File: config.mk
export PLATFORM = sky130hd
export DESIGN_NAME = cpu_regfile_sb
export DESIGN_NICKNAME = d
export VERILOG_FILES = /design/src/rtl/cpu_regfile_sb.sv
export SDC_FILE = /design/constraint.sdc
export NUM_CORES = 1
export LEC_CHECK = 0
export CORE_UTILIZATION = 30
export DETAILED_ROUTE_END_ITERATION = 7
export SYNTH_ARGS = -nofsm -noshare
export SYNTH_HDL_FRONTEND = slang
export SYNTH_SLANG_ARGS = --single-unit
File: constraint.sdc
create_clock -name clk_i -period 7.75 [get_ports clk_i]
set_input_delay 1.55 -clock clk_i [delete_from_list [all_inputs] [get_ports clk_i]]
set_output_delay 1.55 -clock clk_i [all_outputs]
set_load 0.02 [all_outputs]
File: src/rtl/cpu_regfile_sb.sv
//------------------------------------------------------------------------------
// Module   : cpu_regfile_sb
// Brief    : 2W/2R register file with FP/SP taps, post-reset clear sequencer,
//            optional write-to-read bypass, busy scoreboard, conflict detect.
// Revision : 1.0
//------------------------------------------------------------------------------
`default_nettype none

module cpu_regfile_sb #(
  parameter int DATA_W         = 32,
  parameter int NUM_REGS       = 16,
  parameter int ADDR_W         = 4,
  parameter int BYPASS         = 1,
  parameter int CLEAR_ON_RESET = 1,
  parameter int FP_IDX         = 0,
  parameter int SP_IDX         = 1
) (
  input  logic              clk_i,
  input  logic              rst_i,
  input  logic              we0_i,
  input  logic [ADDR_W-1:0] waddr0_i,
  input  logic [DATA_W-1:0] wdata0_i,
  input  logic              we1_i,
  input  logic [ADDR_W-1:0] waddr1_i,
  input  logic [DATA_W-1:0] wdata1_i,
  input  logic [ADDR_W-1:0] raddr0_i,
  output logic [DATA_W-1:0] rdata0_o,
  input  logic [ADDR_W-1:0] raddr1_i,
  output logic [DATA_W-1:0] rdata1_o,
  output logic [DATA_W-1:0] fp_o,
  output logic [DATA_W-1:0] sp_o,
  input  logic              rsv_i,
  input  logic [ADDR_W-1:0] rsv_addr_i,
  output logic              busy0_o,
  output logic              busy1_o,
  output logic              ready_o,
  output logic              conflict_o
);

  localparam logic [ADDR_W-1:0] c_LAST_IDX = ADDR_W'(NUM_REGS - 1);
  localparam logic [ADDR_W-1:0] c_FP_ADDR  = ADDR_W'(FP_IDX);
  localparam logic [ADDR_W-1:0] c_SP_ADDR  = ADDR_W'(SP_IDX);

  typedef enum logic [0:0] {
    ST_CLEAR = 1'b0,
    ST_RUN   = 1'b1
  } state_t;

  state_t              r_state;
  state_t              w_state_nxt;
  logic [ADDR_W-1:0]   r_clr_idx;
  logic                w_clr_we;
  logic [DATA_W-1:0]   r_regs [NUM_REGS];
  logic [NUM_REGS-1:0] r_busy;
  logic                r_conflict;
  logic                w_run;
  logic                w_we0;
  logic                w_we1;

  assign w_run = rst_i && (r_state == ST_RUN);
  assign w_we0 = w_run && we0_i;
  assign w_we1 = w_run && we1_i;

  always_ff @(posedge clk_i) begin
    if (!rst_i) begin
      r_state   <= ST_CLEAR;
      r_clr_idx <= '0;
    end else begin
      r_state <= w_state_nxt;
      if (w_clr_we) begin
        r_clr_idx <= r_clr_idx + ADDR_W'(1);
      end
    end
  end

  always_comb begin
    w_state_nxt = r_state;
    w_clr_we    = 1'b0;
    case (r_state)
      ST_CLEAR: begin
        if (CLEAR_ON_RESET != 0) begin
          w_clr_we = 1'b1;
          if (r_clr_idx == c_LAST_IDX) begin
            w_state_nxt = ST_RUN;
          end
        end else begin
          w_state_nxt = ST_RUN;
        end
      end
      ST_RUN:  w_state_nxt = ST_RUN;
      default: w_state_nxt = ST_CLEAR;
    endcase
  end

  // Port 1 is written after port 0 so it wins on an index collision.
  always_ff @(posedge clk_i) begin
    if (rst_i && w_clr_we) begin
      r_regs[r_clr_idx] <= '0;
    end else begin
      if (w_we0) begin
        r_regs[waddr0_i] <= wdata0_i;
      end
      if (w_we1) begin
        r_regs[waddr1_i] <= wdata1_i;
      end
    end
  end

  always_ff @(posedge clk_i) begin
    if (!rst_i) begin
      r_busy     <= '0;
      r_conflict <= 1'b0;
    end else begin
      r_conflict <= w_we0 && w_we1 && (waddr0_i == waddr1_i);
      for (int i = 0; i < NUM_REGS; i++) begin
        if (w_run && rsv_i && (rsv_addr_i == ADDR_W'(i))) begin
          r_busy[i] <= 1'b1;
        end else if ((w_we0 && (waddr0_i == ADDR_W'(i))) ||
                     (w_we1 && (waddr1_i == ADDR_W'(i)))) begin
          r_busy[i] <= 1'b0;
        end
      end
    end
  end

  logic [3:0][ADDR_W-1:0] w_tap_addr;
  assign w_tap_addr = {c_SP_ADDR, c_FP_ADDR, raddr1_i, raddr0_i};

  for (genvar t = 0; t < 4; t++) begin : g_tap
    logic [DATA_W-1:0] w_data;
    always_comb begin
      w_data = r_regs[w_tap_addr[t]];
      if (BYPASS != 0) begin
        if (w_we1 && (waddr1_i == w_tap_addr[t])) begin
          w_data = wdata1_i;
        end else if (w_we0 && (waddr0_i == w_tap_addr[t])) begin
          w_data = wdata0_i;
        end
      end
      if (!rst_i) begin
        w_data = '0;
      end
    end
  end

  assign rdata0_o   = g_tap[0].w_data;
  assign rdata1_o   = g_tap[1].w_data;
  assign fp_o       = g_tap[2].w_data;
  assign sp_o       = g_tap[3].w_data;
  assign busy0_o    = rst_i && r_busy[raddr0_i];
  assign busy1_o    = rst_i && r_busy[raddr1_i];
  assign ready_o    = w_run;
  assign conflict_o = r_conflict;

endmodule

`default_nettype wire

==> flow_metrics.tcl, run 1 <==
set metrics [dict create \
    min_path_type "flop to flop" \
    skew_ns 0.0269 \
    setup_viol 0 \
    synthTopCellsByCount "nand2_1, o21ai_0, edfxtp_1" \
    first_global_vias 26700 \
    synth.cell_area_um2 34600 \
    yosysSeqAreaShare_pct 45.7 \
    multi_input_area_um2 16900 \
    io_pins 221 \
    worst_hold_slack_ns 0.485 \
    drive_gt1_share_pct 16.0 \
    grt_pass1_wl_um 186000 \
    finalSetupTns_ns 0 \
    synth_area_leaders "edfxtp_1, mux4_2, o21ai_0" \
    synthMostInstantiatedCell "nand2_1" \
    endpoint_kind "output port" \
    hold_viol_final 0 \
    status "finished, final reports clean" \
    via_count 27700 \
    switching_share_pct 25.4 \
    synthArstFlopShare_pct 0 \
    slowest_delay_ns 0.71 \
    dp_hpwl_um 77800 \
    yosys.area.top_type "edfxtp_1" \
    core_region_area_um2 114000 \
    regArea_um2 15800 \
    wl_um 130000 \
    crit_type "input port to output port" \
    dieArea_um2 117000 \
    final_nets 3330 \
    internal_power_mw 5.24 \
    gr-total-overflow 0 \
    postRouteAntennaNets 0 \
    power_frac_comb_pct 11.2 \
    ir_worst_vdd_uv 131 \
    worstRegToRegCells 6 \
    drtPass1Iterations 7 \
    cts.sinks 534 \
    port_buffers 220 \
    drt-wirelength-per-cell_um 27.1 \
    whs_path_depth 2 \
    worst-endpoint-required_ns 6.20 \
    p_clk_share_pct 43.6 \
    drcViolationCount 0 \
    critPathArrivalTime_ns 5.14 \
    avgSynthCellArea_um2 10.6 \
    tightest_slew_ns 1.37 \
    cts_hold_buffers 0 \
    syn2layout_area_growth_pct 14.8 \
    finalNonFillerCells 4806 \
    cts_setup_buffers 0 \
    fillCellCount 11200 \
    min_period_ns 6.69 \
    clock_path_buffers 3 \
    cts-root-buf "clkbuf_16" \
    rsz0062_at_grt "false" \
    synth_top_area_share_pct 44.4 \
    drtIter0Drc 3318 \
    track_usage_pct 21.7 \
    antenna_found_initial 18 \
    p_leak_nw 13.8 \
    synth_cells 3254 \
    slew_headroom_pct 8.37 \
    viasPerCell 5.76 \
    dpl.cell_count 4683 \
    worstSkewPairLatency_ns 0.62 \
    p_sw_mw 1.79 \
    rows 124 \
    grt_max_degree 87 \
    initial_core_util_pct 30.3 \
    power_mw 7.03 \
    cp_slowest_cell "clkdlybuf4s50_1" \
    cts_tree "yes" \
    yosys_most_used_dff "edfxtp_1" \
    maxCapViolations 0 \
    clkTransAtPathRegs_ns 0.05 \
    drv_slew 0 \
    ys_types 61 \
    synth_warnings 0 \
    cp_common_cell "buf_4" \
    powerDensity_nw_per_um2 177 \
    die_h_um 342 \
    fmax_ghz 0.149 \
    finalCritPeriodShare_pct 86.3 \
    seq_power_share_pct 45.2 \
    crit_chain "buf_4 > nand3_4 > nor3_2 > nand3_2 > and2_2 > buf_4 > a221oi_2 > clkdlybuf4s50_1" \
    cp_max_fo 64 \
    synth_fp_nets 3344 \
    die_width_um 342 \
    startpoint_type "input port" \
    ys_ff_latch 534 \
    h-tree-depth 3 \
    synth_edf_count 512 \
    cts_made_buffers 67 \
    ctsResizeCount 0 \
    gp_congestion 0.841 \
]
==> critical path, delay by kind of cell <==
kind | cells | cell delay (ns)
buffers and inverters | 3 | 1.52
AND/OR/NAND/NOR | 4 | 1.49
AO/OA/AOI/OAI | 1 | 0.55
==> state kept, by name, indices dropped and copies added, names as in the netlist <==
| name | count |
|---|---|
| r_clr_idx | 4 |
| r_busy | 16 |
| r_state | 1 |
| conflict_o | 1 |
| r_regs | 512 |
==> per-stage QoR <==
stage	cell area [um2]	setup slack [ns]	utilization (%)
floorplan	34600	2.39	-
global placement	37600	1.03	32.9
detailed placement	37600	0.995	32.9
CTS	39700	1.00	34.7
global route	39700	0.902	34.8
finish	39700	1.06	34.8
==> path summary, 6_finish.rpt <==
path	start	to	slack, ns
worst max-delay path	rst_i	rdata0_o[14]	1.06
worst min-delay path	r_busy[13]$_SDFFE_PN0P_	r_busy[13]$_SDFFE_PN0P_	0.49
worst max register to register	r_state$_SDFF_PN0_	r_regs[12][12]$_DFFE_PP_	3.43
worst min register to register	r_busy[13]$_SDFFE_PN0P_	r_busy[13]$_SDFFE_PN0P_	0.49
==> power groups by stage <==
stage	Sequential (mW)	Combinational [mW]	Clock, mW
final	3.17	0.789	3.07
after global routing	3.18	0.830	3.18
after CTS	3.17	0.786	3.09
after detailed placement	3.23	0.784	0
after global placement	3.23	0.781	0
after floorplan	3.23	0.488	0
==> final cells by class <==
cell class / instances / share of cell area (%)
Tap cell: 1512 / 4.76
Sequential cell: 534 / 39.8
Timing Repair Buffer: 302 / 7.20
Multi-Input combinational cell: 2301 / 42.6
Inverter: 34 / 0.321
Clock buffer: 82 / 4.52
Clock inverter: 35 / 0.746
Antenna cell: 6 / 0.0378
==> placed cells by master, fill, tap and decap left out, types with 21 or more instances in the layout <==
cell type	count
nand3_1	37
a221oi_1	34
o21ai_1	70
nor2b_1	21
and2_1	73
nand2_1	669
buf_4	81
inv_1	33
a21oi_1	70
edfxtp_1	512
dfxtp_1	22
o21ai_0	606
mux2i_1	210
clkdlybuf4s50_1	211
nor2_1	69
clkbuf_16	69
mux4_2	201
a221oi_2	62
==> kinds of logic after synthesis <==
group	after synthesis	share of synthesized area, %
AOI/OAI and AO/OA	902	15.8
adders and majority gates	1	0.0361
buffers and inverters	419	6.29
DFF	534	45.7
muxes	427	19.7
and+or+nand+nor	948	11.9
xor gates and xnor gates	23	0.582
==> metal layers <==
| layer | part of all wire, % | vias to the layer above | routed length (um) | track usage [%] |
|---|---|---|---|---|
| li1 | - | 12100 | - | - |
| met1 | 40 | 13700 | 52100 | 28.6 |
| met2 | 46 | 1564 | 60300 | 34.5 |
| met3 | 9.3 | 301 | 12100 | 4.13 |
| met4 | 4.1 | 28 | 5350 | 10.0 |
| met5 | 0.14 | - | 183 | 0 |
No activity file was read; power rests on OpenSTA's default activity.
==> run 2: changes to the inputs <==
- ABC_CLOCK_PERIOD_IN_PS: not set -> 7750
- PLACE_DENSITY: not set -> 0.42
==> run 2 against run 1 <==
Core utilization is essentially flat. Clock skew hardly changed. Non-clock buffer count decreased by 2. Clock power about the same. Critical path depth did not move. Largest power group unchanged. Fmax shrank 1.4%. Critical path type unchanged. Clock-buffer cell count up 6. Global-route usage grew 2.5 points. Worst hold slack better by 0.011 ns.
==> flow_metrics.tcl, run 2 (synthesis gave the netlist of run 1 again) <==
set metrics [dict create \
    via_count 27400 \
    clock_path_buffers 3 \
    largest_register_ffs 512 \
    worstRegToRegCells 6 \
    multi_input_area_um2 16900 \
    hold_path.startpoint "r_busy[13]$_SDFFE_PN0P_" \
    finalNonFillerCells 4803 \
    postLayoutCoreUtil_pct 34.8 \
    p_leak_nw 13.8 \
    slowest_delay_ns 0.82 \
    syn2layout_area_growth_pct 14.8 \
    hold_viol_final 0 \
    cp_common_cell "clkdlybuf4s50_1" \
    place_ws_ns 1.00 \
    first_global_vias 27400 \
    rsz0062_at_grt "false" \
    core_region_area_um2 114000 \
    slew_headroom_pct 13.6 \
    critPathArrivalTime_ns 5.24 \
    skew_ns 0.0265 \
    dpl.cell_count 4681 \
    dieArea_um2 117000 \
    gp_congestion 0.800 \
    grt_use_met3_pct 3.83 \
    tightest_slew_ns 1.29 \
    maxCapViolations 0 \
    whs_path_depth 2 \
    dp_hpwl_um 83500 \
    drtIter0Drc 2915 \
    grt_use_met2_pct 39.2 \
    grt.busiest_layer "met2" \
    cp_slowest_cell "clkdlybuf4s50_1" \
    drive_gt1_share_pct 15.9 \
    grt_pass1_wl_um 204000 \
    crit_type "input port to output port" \
    initial_core_util_pct 30.3 \
    clkTransAtPathRegs_ns 0.05 \
    final_nets 3332 \
    antenna_found_initial 5 \
    cp_num_buf_inv 3 \
    rows 124 \
    cts_made_buffers 71 \
    path_delay_family "buffers and inverters" \
    drv_slew 0 \
    worst-r2r-setup-slack_ns 4.14 \
    track_usage_pct 24.2 \
    cts_tree "yes" \
    viasPerCell 5.71 \
    grt_max_degree 102 \
    die_width_um 342 \
    regArea_um2 15800 \
    fmax_ghz 0.147 \
    largest-register "r_regs" \
    h-tree-depth 3 \
    min_to "r_busy[13]$_SDFFE_PN0P_" \
    fillCellCount 11300 \
    cp_max_fo 18 \
    final_common_cell "nand2_1" \
    met1_usage_pct 33.1 \
    status "finished, final reports clean" \
    finalCritPeriodShare_pct 87.6 \
    postRouteAntennaNets 0 \
    worstSkewPairLatency_ns 0.64 \
    endpoint_kind "output port" \
    min_period_ns 6.79 \
    cts-root-buf "clkbuf_16" \
    finalSetupTns_ns 0 \
    startpoint_type "input port" \
    top_regs "r_regs (512), r_busy (16), r_clr_idx (4)" \
    layout_setup_ws_ns 0.964 \
    setup_viol 0 \
    wl_um 144000 \
    layout.cells.most_common_list "nand2_1, o21ai_0, edfxtp_1" \
    gr-total-overflow 0 \
    port_buffers 220 \
    die_h_um 342 \
    drt-wirelength-per-cell_um 30.0 \
    r2r_end "r_regs[2][18]$_DFFE_PP_" \
    cts_setup_buffers 0 \
    drcViolationCount 0 \
    crit_chain "clkdlybuf4s50_1 > xnor2_1 > nand4_1 > o22ai_4 > buf_12 > a21oi_1 > a221oi_2 > clkdlybuf4s50_1" \
    ctsResizeCount 0 \
    cts_hold_buffers 0 \
    worst-endpoint-required_ns 6.20 \
    io_pins 221 \
    r2r-start "r_state$_SDFF_PN0_" \
    cts.sinks 534 \
    ir_worst_vdd_uv 140 \
    min_path_type "flop to flop" \
    drtPass1Iterations 5 \
    powerDensity_nw_per_um2 178 \
]
[run 2: worst max-delay path by stage]
stage | endpoint | startpoint | depth (start not counted)
global route | rdata1_o[22] | waddr0_i[3] | 8
CTS | rdata1_o[22] | waddr0_i[3] | 8
global placement | rdata1_o[22] | waddr0_i[3] | 8
finish | rdata1_o[22] | waddr0_i[3] | 8
detailed placement | rdata1_o[22] | waddr0_i[3] | 8
floorplan | r_regs[1][0]$_DFFE_PP_ | rst_i | 8
[run 2: worst min-delay path, stage by stage (launching register included)]
cell,delay [ns]
dfxtp_1,0.32
nand2_1,0.06
a21boi_0,0.07
[run 2: layout make-up]
type | instances | share of cell area [%]
multi-input cells | 2301 | 42.6
flip-flops and latches | 534 | 39.8
repair buffers | 300 | 7.29
well taps | 1512 | 4.76
clock buffers | 88 | 4.68
clock inverters | 32 | 0.541
inverters | 34 | 0.321
diodes | 2 | 0.0126
[run 2: per-stage QoR]
step           power, mW  area [um2]  hold slack [ns]
5_1_grt             7.25       39800            0.513
6_report            7.06       39800            0.496
3_5_place_dp        4.04       37700            0.487
4_1_cts             7.12       39700            0.494
2_1_floorplan       3.72       34600            0.450
3_3_place_gp        4.04       37700            0.475
[run 2: report_power, final]
part / switching [mW] / leakage, nW / internal, mW
Combinational: 0.497 / 7.23 / 0.310
Sequential: 0.0243 / 5.60 / 3.15
Clock: 1.32 / 1.02 / 1.76
[run 2: routing by layer]
metal	vias up	share of wire [%]	wire length [um]
li1	12100	-	-
met1	13900	43	62300
met2	1250	47	67300
met3	225	7.3	10500
met4	0	2.8	4000
met5	-	0	0
